`config.mk`:
```
export PLATFORM = sky130hd
export DESIGN_NAME = mem_access_unit
export DESIGN_NICKNAME = d
export VERILOG_FILES = /design/src/rtl/mem_access_unit.sv
export SDC_FILE = /design/constraint.sdc
export NUM_CORES = 1
export LEC_CHECK = 0
export ABC_AREA = 1
export CORE_AREA = 3 3 107 109
export DETAILED_ROUTE_END_ITERATION = 12
export DIE_AREA = 0 0 110 112
export PLACE_DENSITY_LB_ADDON = 0.08
export SLEW_MARGIN = 30
export SYNTH_ARGS = -nofsm -noshare
export SYNTH_HDL_FRONTEND = slang
export SYNTH_SLANG_ARGS = --single-unit
```
`constraint.sdc`:
```
create_clock -name clk -period 2.5 [get_ports clk]
set_input_delay 0.375 -clock clk [delete_from_list [all_inputs] [get_ports clk]]
set_output_delay 0.375 -clock clk [all_outputs]
set_load 0.03 [all_outputs]
```
`src/rtl/mem_access_unit.sv`:
```
// Load/store responder: runs lb/lw/sb/sw on a word-wide req/ack data-memory bus.
// Optional feature: define MISALIGN_TRAP_EN to reject misaligned word accesses.
module mem_access_unit #(
  parameter int unsigned ADDR_WIDTH     = 32,
  parameter int unsigned TIMEOUT_CYCLES = 255
) (
  input  logic                  clk,
  input  logic                  rst,
  input  logic                  req_valid,
  input  logic                  load,
  input  logic                  store,
  input  logic [2:0]            memory_mode,
  input  logic [ADDR_WIDTH-1:0] addr,
  input  logic [31:0]           wdata,
  output logic                  busy,
  output logic                  done,
  output logic [31:0]           rdata,
  output logic                  err,
`ifdef MISALIGN_TRAP_EN
  output logic                  misalign,
`endif
  output logic                  mem_req,
  output logic                  mem_we,
  output logic [ADDR_WIDTH-1:0] mem_addr,
  output logic [3:0]            mem_be,
  output logic [31:0]           mem_wdata,
  input  logic                  mem_ack,
  input  logic [31:0]           mem_rdata
);

  localparam int unsigned CNT_W = (TIMEOUT_CYCLES > 0) ? $clog2(TIMEOUT_CYCLES + 1) : 1;

  typedef enum logic [1:0] {ST_IDLE, ST_REQ, ST_RESP} state_t;

  state_t           state_q, state_d;
  logic [CNT_W-1:0] cnt_q;
  logic [1:0]       lane_q;
  logic             byte_q;
  logic             valid_op_c;
  logic             word_c;
  logic             accept_c;
  logic             timeout_c;
  logic [7:0]       lane_byte_c;

  assign word_c     = (memory_mode == 3'd2);
  assign valid_op_c = req_valid & (load ^ store) & ((memory_mode == 3'd1) | word_c);

`ifdef MISALIGN_TRAP_EN
  logic misalign_c;
  assign misalign_c = valid_op_c & word_c & (addr[1:0] != 2'b00);
  assign accept_c   = valid_op_c & ~misalign_c;
`else
  assign accept_c   = valid_op_c;
`endif

  // Counter reaching TIMEOUT_CYCLES at this edge ends the request.
  assign timeout_c = (TIMEOUT_CYCLES != 0) &&
                     (({1'b0, cnt_q} + (CNT_W + 1)'(1)) == (CNT_W + 1)'(TIMEOUT_CYCLES));

  assign lane_byte_c = mem_rdata[{lane_q, 3'b000} +: 8];

  assign busy = ~rst & ((state_q == ST_REQ) | ((state_q == ST_IDLE) & accept_c));

  always_comb begin
    state_d = state_q;
    case (state_q)
      ST_IDLE: if (accept_c) state_d = ST_REQ;
      ST_REQ: begin
        if (mem_ack)        state_d = ST_RESP;
        else if (timeout_c) state_d = ST_IDLE;
      end
      ST_RESP: state_d = ST_IDLE;
      default: state_d = ST_IDLE;
    endcase
  end

  always_ff @(posedge clk) begin
    if (rst) begin
      state_q   <= ST_IDLE;
      cnt_q     <= '0;
      lane_q    <= 2'b00;
      byte_q    <= 1'b0;
      done      <= 1'b0;
      err       <= 1'b0;
      rdata     <= '0;
      mem_req   <= 1'b0;
      mem_we    <= 1'b0;
      mem_addr  <= '0;
      mem_be    <= 4'h0;
      mem_wdata <= '0;
`ifdef MISALIGN_TRAP_EN
      misalign  <= 1'b0;
`endif
    end else begin
      state_q <= state_d;
      done    <= 1'b0;
      err     <= 1'b0;
`ifdef MISALIGN_TRAP_EN
      misalign <= 1'b0;
`endif
      case (state_q)
        ST_IDLE: begin
          if (accept_c) begin
            mem_req   <= 1'b1;
            mem_we    <= store;
            mem_addr  <= {addr[ADDR_WIDTH-1:2], 2'b00};
            mem_be    <= (store & ~word_c) ? 4'(4'b0001 << addr[1:0]) : 4'hF;
            mem_wdata <= word_c ? wdata : {4{wdata[7:0]}};
            lane_q    <= addr[1:0];
            byte_q    <= ~word_c;
            cnt_q     <= '0;
          end
`ifdef MISALIGN_TRAP_EN
          misalign <= misalign_c;
`endif
        end
        ST_REQ: begin
          if (mem_ack) begin
            mem_req <= 1'b0;
            done    <= 1'b1;
            if (!mem_we) rdata <= byte_q ? {{24{lane_byte_c[7]}}, lane_byte_c} : mem_rdata;
          end else if (timeout_c) begin
            mem_req <= 1'b0;
            err     <= 1'b1;
          end else begin
            cnt_q <= cnt_q + CNT_W'(1);
          end
        end
        default: ;
      endcase
    end
  end

endmodule
```
# Word-level counts from Yosys, hierarchy flattened
# Cells that the tools add are included.
word_totals:
  input_bits: 105
  output_inout_bits: 105
  ramBits: 0
  n_memories: 0
  latch_bits: 0
  register_bits: 115
  mem_bits_ro: 0
classes:
  muxes: 17
  eq_ne: 8
  n_bitwise: 12
  shift: 2
  reduce_logical: 9
  div_mod_pow: 0
  addsub: 2
  multipliers: 0
  magnitude_cmp: 0
op_table:
  columns: ["cell", "count"]
  rows:
  - ["$mux W32", 2]
  - ["$shiftx A32 B6 Y8", 1]
  - ["$mux W8", 3]
  - ["$pmux W8 S2", 1]
  - ["$add A8 B1 Y9 const B", 1]
  - ["$eq A9 B8 Y1 const B", 1]
  - ["$add A8 B1 Y8 const B", 1]
  - ["$mux W2", 3]
  - ["$ne A2 B2 Y1 const B", 3]
  - ["$reduce_and A3 Y1", 2]
  - ["$and A1 B1 Y1", 5]
  - ["$mux W1", 5]
  - ["$mux W4", 1]
  - ["$not A1 Y1", 4]
  - ["$pmux W2 S2", 1]
  - ["$reduce_and A2 Y1", 2]
  - ["$reduce_and A4 Y1", 1]
  - ["$shl A1 B2 Y4 const A", 1]
  - ["$eq A3 B1 Y1 const B", 1]
  - ["$eq A3 B2 Y1 const B", 1]
  - ["$ne A3 B3 Y1 const B", 1]
  - ["$reduce_or A3 Y1", 1]
  - ["$eq A2 B1 Y1 const B", 1]
  - ["$logic_not A2 Y1", 1]
  - ["other kinds (5)", 6]

# Longest topological paths before layout
logic_depth:
  ltp_word: 6
  depth_mapped: 12
  depth_no_buf: 12

# Worst setup path after synthesis
# No wires, ideal clock.
synth_timing:
  path_type: "input-to-output"
  start: "in memory_mode[1]"
  end: "out busy"
  t_required_ps: 2125
  path_buffers: 2
  stages: 8
  arrival_ps: 1859
  path_slack_ps: 266
  cell_sequence: "inv_1 > nor2_4 > nand2_4 > nand2_1 > nand2_2 > buf_2 > buf_4 > o21ai_0"
synth_via:
  elab_chain_cells: 6
  elab_cells_between_ends: 7
  classes_between: "2 x eq/ne; 5 x bitwise"
synth_lines:
  columns: ["item", "line", "source"]
  rows:
  - ["from (decl)", "12", "input logic [2:0] memory_mode,"]
  - ["$eq A3 B1 Y1 / $eq A3 B2 Y1 (equally long branches)", "46, 45", null]
  - ["$or A1 B1 Y1 *", "46", "assign valid_op_c = req_valid & (load ^ store) & ((memory_mode == 3'd1) | word_c);"]
  - ["$and A1 B1 Y1 *", "46", null]
  - ["$and A1 B1 Y1 *", "62", "assign busy = ~rst & ((state_q == ST_REQ) | ((state_q == ST_IDLE) & accept_c));"]
  - ["$or A1 B1 Y1 *", "62", null]
  - ["$and A1 B1 Y1 *", "62", null]
  - ["to (decl)", "15", "output logic busy,"]
# Every way passes the cells marked *; elsewhere a longest branch is shown, timed or not.

# Final worst setup path
layout_timing:
  start: "in memory_mode[0]"
  end: "out busy"
# The elaborated chain is that of the path after synthesis.

==> results.md <==
| Group | Result | This run |
|---|---|---|
| logic synthesis | Leading register cell type out of synthesis | dfxtp_1 |
| routing | Via count | 5063 |
| cts | CTS tree | done |
| cts | Clock latency reported for the late side of the worst-skew pair | 0.50 ns |
| cts | Clk sinks | 115 |
| timing | Number of max-slew violations in the final report | 0 |
| place | IO Port Bufs | 207 |
| logic synthesis | Number of warnings printed during yosys synthesis | 0 |
| timing | Setup repair after global routing missed its margin | no |
| global routing | First-pass GRT wire length | 24000 µm |
| critical path | Largest fanout on the critical path | 10 |
| run | Max capacitance violation total | 0 |
| critical path | CP max stage cell | clkdlybuf4s50_1 |
| critical path | Required time of the critical path | 2.12 ns |
| critical path | Buf+Inv Stages, Crit Path | 2 |
| timing | Number of failing setup endpoints in the final timing report | 0 |
| power and ir drop | Areal power density over the cells | 671 nW/µm² |
| logic synthesis | Mean area per synthesized cell | 7.65 µm² |
| floorplanning | Starting utilization of the core area | 44.2% |
| place | Half-perimeter wire length of the detailed placement result | 10600 µm |
| cts | Buffer depth of the longest clock path | 2 |
| critical path | CP Cell Sequence | clkdlybuf4s50_1, nor2_4, nand2_4, nand2_1, nand2_2, o21ai_0, buf_4 |
| min path | HP Class | primary input to flip-flop |
| critical path | Endpoint type of the worst setup path | output port |
| power and ir drop | Proportion of power drawn by combinational gates | 13.9% |
| power and ir drop | Largest vdd supply drop | 353 µV |
| critical path | Source of the worst register-to-register timing path | lane_q[0]$_SDFFE_PP0P_ |
| critical path | Critical Path Source | memory_mode[0] |
| power and ir drop | Clock power share | 47.3% |
| logic synthesis | Seq cells post-synth | 115 |
| timing | Setup TNS after final layout | 0 ns |
| timing | Final worst path period share | 85.6% |
| power and ir drop | Register share of total power | 38.8% |
| power and ir drop | Overall power of the completed layout | 4.99 mW |
| timing | Hold Violations, Final | 0 |
| logic synthesis | Commonest cells in the netlist | 115 x dfxtp_1, 101 x o21ai_0, 99 x nor2_1, 79 x nand2_1, 60 x a21oi_1 |
| layout | Layout cell share with drive strength beyond 1 | 7.52% |
| floorplanning | Die W | 110 µm |
| layout | Area added between synthesis and finish | 57.5% |
| timing | Clk_skew | 0.00901 ns |
| cts | Number of instances resized during post-cts repair | 0 |
| logic synthesis | Most numerous cell in the Yosys netlist | dfxtp_1 |
| cts | Number of setup buffers added after CTS | 0 |
| timing | Top achievable clock speed | 467 MHz |
| cts | Clock-pin slew on the worst setup and hold paths | 0.05 ns |
| routing | Detailed-route wire length per cell | 15.6 µm |
| timing | Slew at the pin closest to its max-slew limit | 0.988 ns |
| global routing | GRT Overall Usage | 24.6% |
| critical path | Largest delay contributor family on the critical path | buffers and inverters |
| cts | Number of H-tree levels | 4 |
| floorplanning | Io pins | 210 |
| layout | Diode count | 0 |
| layout | Fraction of the core area covered by cells at the end of the flow | 69.6% |
| routing | Final routed wirelength across all metal layers | 15100 µm |
| power and ir drop | Leakage power total | 2.81 nW |
| logic synthesis | Cell type with the largest total area after synthesis | dfxtp_1 |
| floorplanning | Die area | 12300 µm² |
| global routing | Vias in the first global route | 4832 |
| cts | Hold-fix buffers, CTS | 0 |
| power and ir drop | Switch share | 25.1% |
| place | Global placer's final weighted congestion | 0.892 |
| status | Run status | finished, final reports clean |
| cts | Cts bufs inserted | 17 |
| min path | Startpoint of the lowest-slack hold path | wdata[30] |
| power and ir drop | Total internal power | 3.74 mW |
| global routing | Maximum number of pins on one net before global-route repair | 100 |
| critical path | Worst EP arrival | 1.77 ns |
| routing | Residual DRC count | 0 |
| logic synthesis | Number of unique standard cell types used by synthesis | 31 |
| floorplanning | Std-Cell Rows | 38 |
| routing | Drt initial violations | 320 |
| routing | Number of nets with antenna violations after detailed routing | 0 |
| logic synthesis | Async set-reset flop share out of synthesis | 0% |
| timing | Rel. slew slack | 33.9% |
| global routing | Initial antenna violation count | 0 |
| logic synthesis | Syn Inst Count | 618 |
| cts | Library cell used as clock root buffer | clkbuf_8 |
| logic synthesis | Area of the mapped netlist | 4730 µm² |
| critical path | CP max stage delay | 0.49 ns |
| layout | Net total in the final layout | 919 |
| logic synthesis | Yosys top cell area share | 48.7% |
| logic synthesis | Number of flops mapped to enable cells by yosys | 0 |
| logic synthesis | Post-synthesis sequential area ratio | 48.7% |
| logic synthesis | Cell types with the largest area share after synthesis | dfxtp_1 49%, o21ai_0 11%, nor2_1 7.9% |
| floorplanning | Chip height | 112 µm |
| timing | Shortest period the worst path allows | 2.14 ns |
| critical path | Worst setup path category | primary input to output port |
| routing | Average vias per placed instance | 5.25 |
| critical path | Kind of start point of the critical path | primary input |
| routing | DRT Pass-1 Iters | 6 |
| floorplanning | Placeable core region | 10700 µm² |
| global routing | Overflow left after global routing | 0 |
| power and ir drop | NetSw | 1.25 mW |
worst reg2reg max path, delay by kind of cell (launching register included):
family                 cells  cell delay, ns
buffers and inverters      1            0.15
AOI/OAI and AO/OA          3            0.54
DFF                        1            0.32
and+or+nand+nor            1            0.76
per-stage QoR:
step                cells  hold WS [ns]  instance area, µm²  setup WS (ns)
floorplan             619         0.444                4730          0.266
global placement      933         0.459                6860          0.279
detailed placement    933         0.459                6860          0.172
CTS                   965         0.449                7440          0.365
global route          965         0.473                7440          0.272
finish                965         0.466                7440          0.359
cell families after synthesis:
| logic type | share of synthesized area [%] |
|---|---|
| other | 0.0794 |
| xor gates and xnor gates | 0.556 |
| AOI/OAI and AO/OA | 21.9 |
| adders and majority gates | 0.529 |
| buffers and inverters | 6.54 |
| DFF | 48.7 |
| and+or+nand+nor | 21.7 |
final timing paths:
kind	endpoint	slack (ns)	depth (start not counted)
setup reg to reg	rdata[29]$_SDFFE_PP0P_	0.57	5
setup / recovery	busy	0.36	7
hold / removal	mem_wdata[30]$_SDFFE_PP0P_	0.47	3
hold reg to reg	mem_be[2]$_SDFFE_PP0P_	0.47	2
final cells by class:
class	count	area (µm²)
inverter	22	82.6
clock buffer	19	422
clock inverter	13	161
tap	140	175
sequential	115	2300
fill	897	3260
timing repair buffer	218	2180
multi-input combinational	438	2120
placed cells by master, fill, tap and decap left out, types with 2 or more instances in the layout:
cell	instances
clkdlybuf4s50_1	206
dfxtp_1	115
o21ai_0	101
nor2_1	98
nand2_1	79
a21oi_1	60
nand3_1	32
a31oi_1	24
clkbuf_16	16
inv_1	15
buf_4	10
nand4_1	9
o22ai_1	7
clkinvlp_4	7
inv_2	5
o21ai_1	5
nand2_2	3
nor2_2	3
bufinv_16	3
xnor2_1	2
nor2_4	2
nand3_4	2
clkinv_1	2
ha_1	2
conb_1	2
clkbuf_1	2
clkinv_2	2
buf_12	2
state kept, by name (all words and copies together), names as in the netlist:
signal,count
cnt_q,8
mem_req,1
mem_wdata,32
lane_q,2
rdata,32
state_q,2
mem_be,4
mem_addr,30
byte_q,1
mem_we,1
done,1
err,1
power groups by stage:
stage               clock, mW  combinational [mW]  sequential, mW
detailed placement          0               0.691            1.98
finish                   2.36               0.695            1.94
CTS                      2.39               0.695            1.94
global placement            0               0.684            1.97
global route             2.48               0.747            1.95
floorplan                   0               0.219            2.09
routing by layer:
layer / GRT usage (%) / wire length (µm)
met2: 38.1 / 7070
met5: 0 / 0
met4: 10.1 / 444
met3: 8.81 / 1390
met1: 31.0 / 6190
Power figures use the tool's default switching activity.
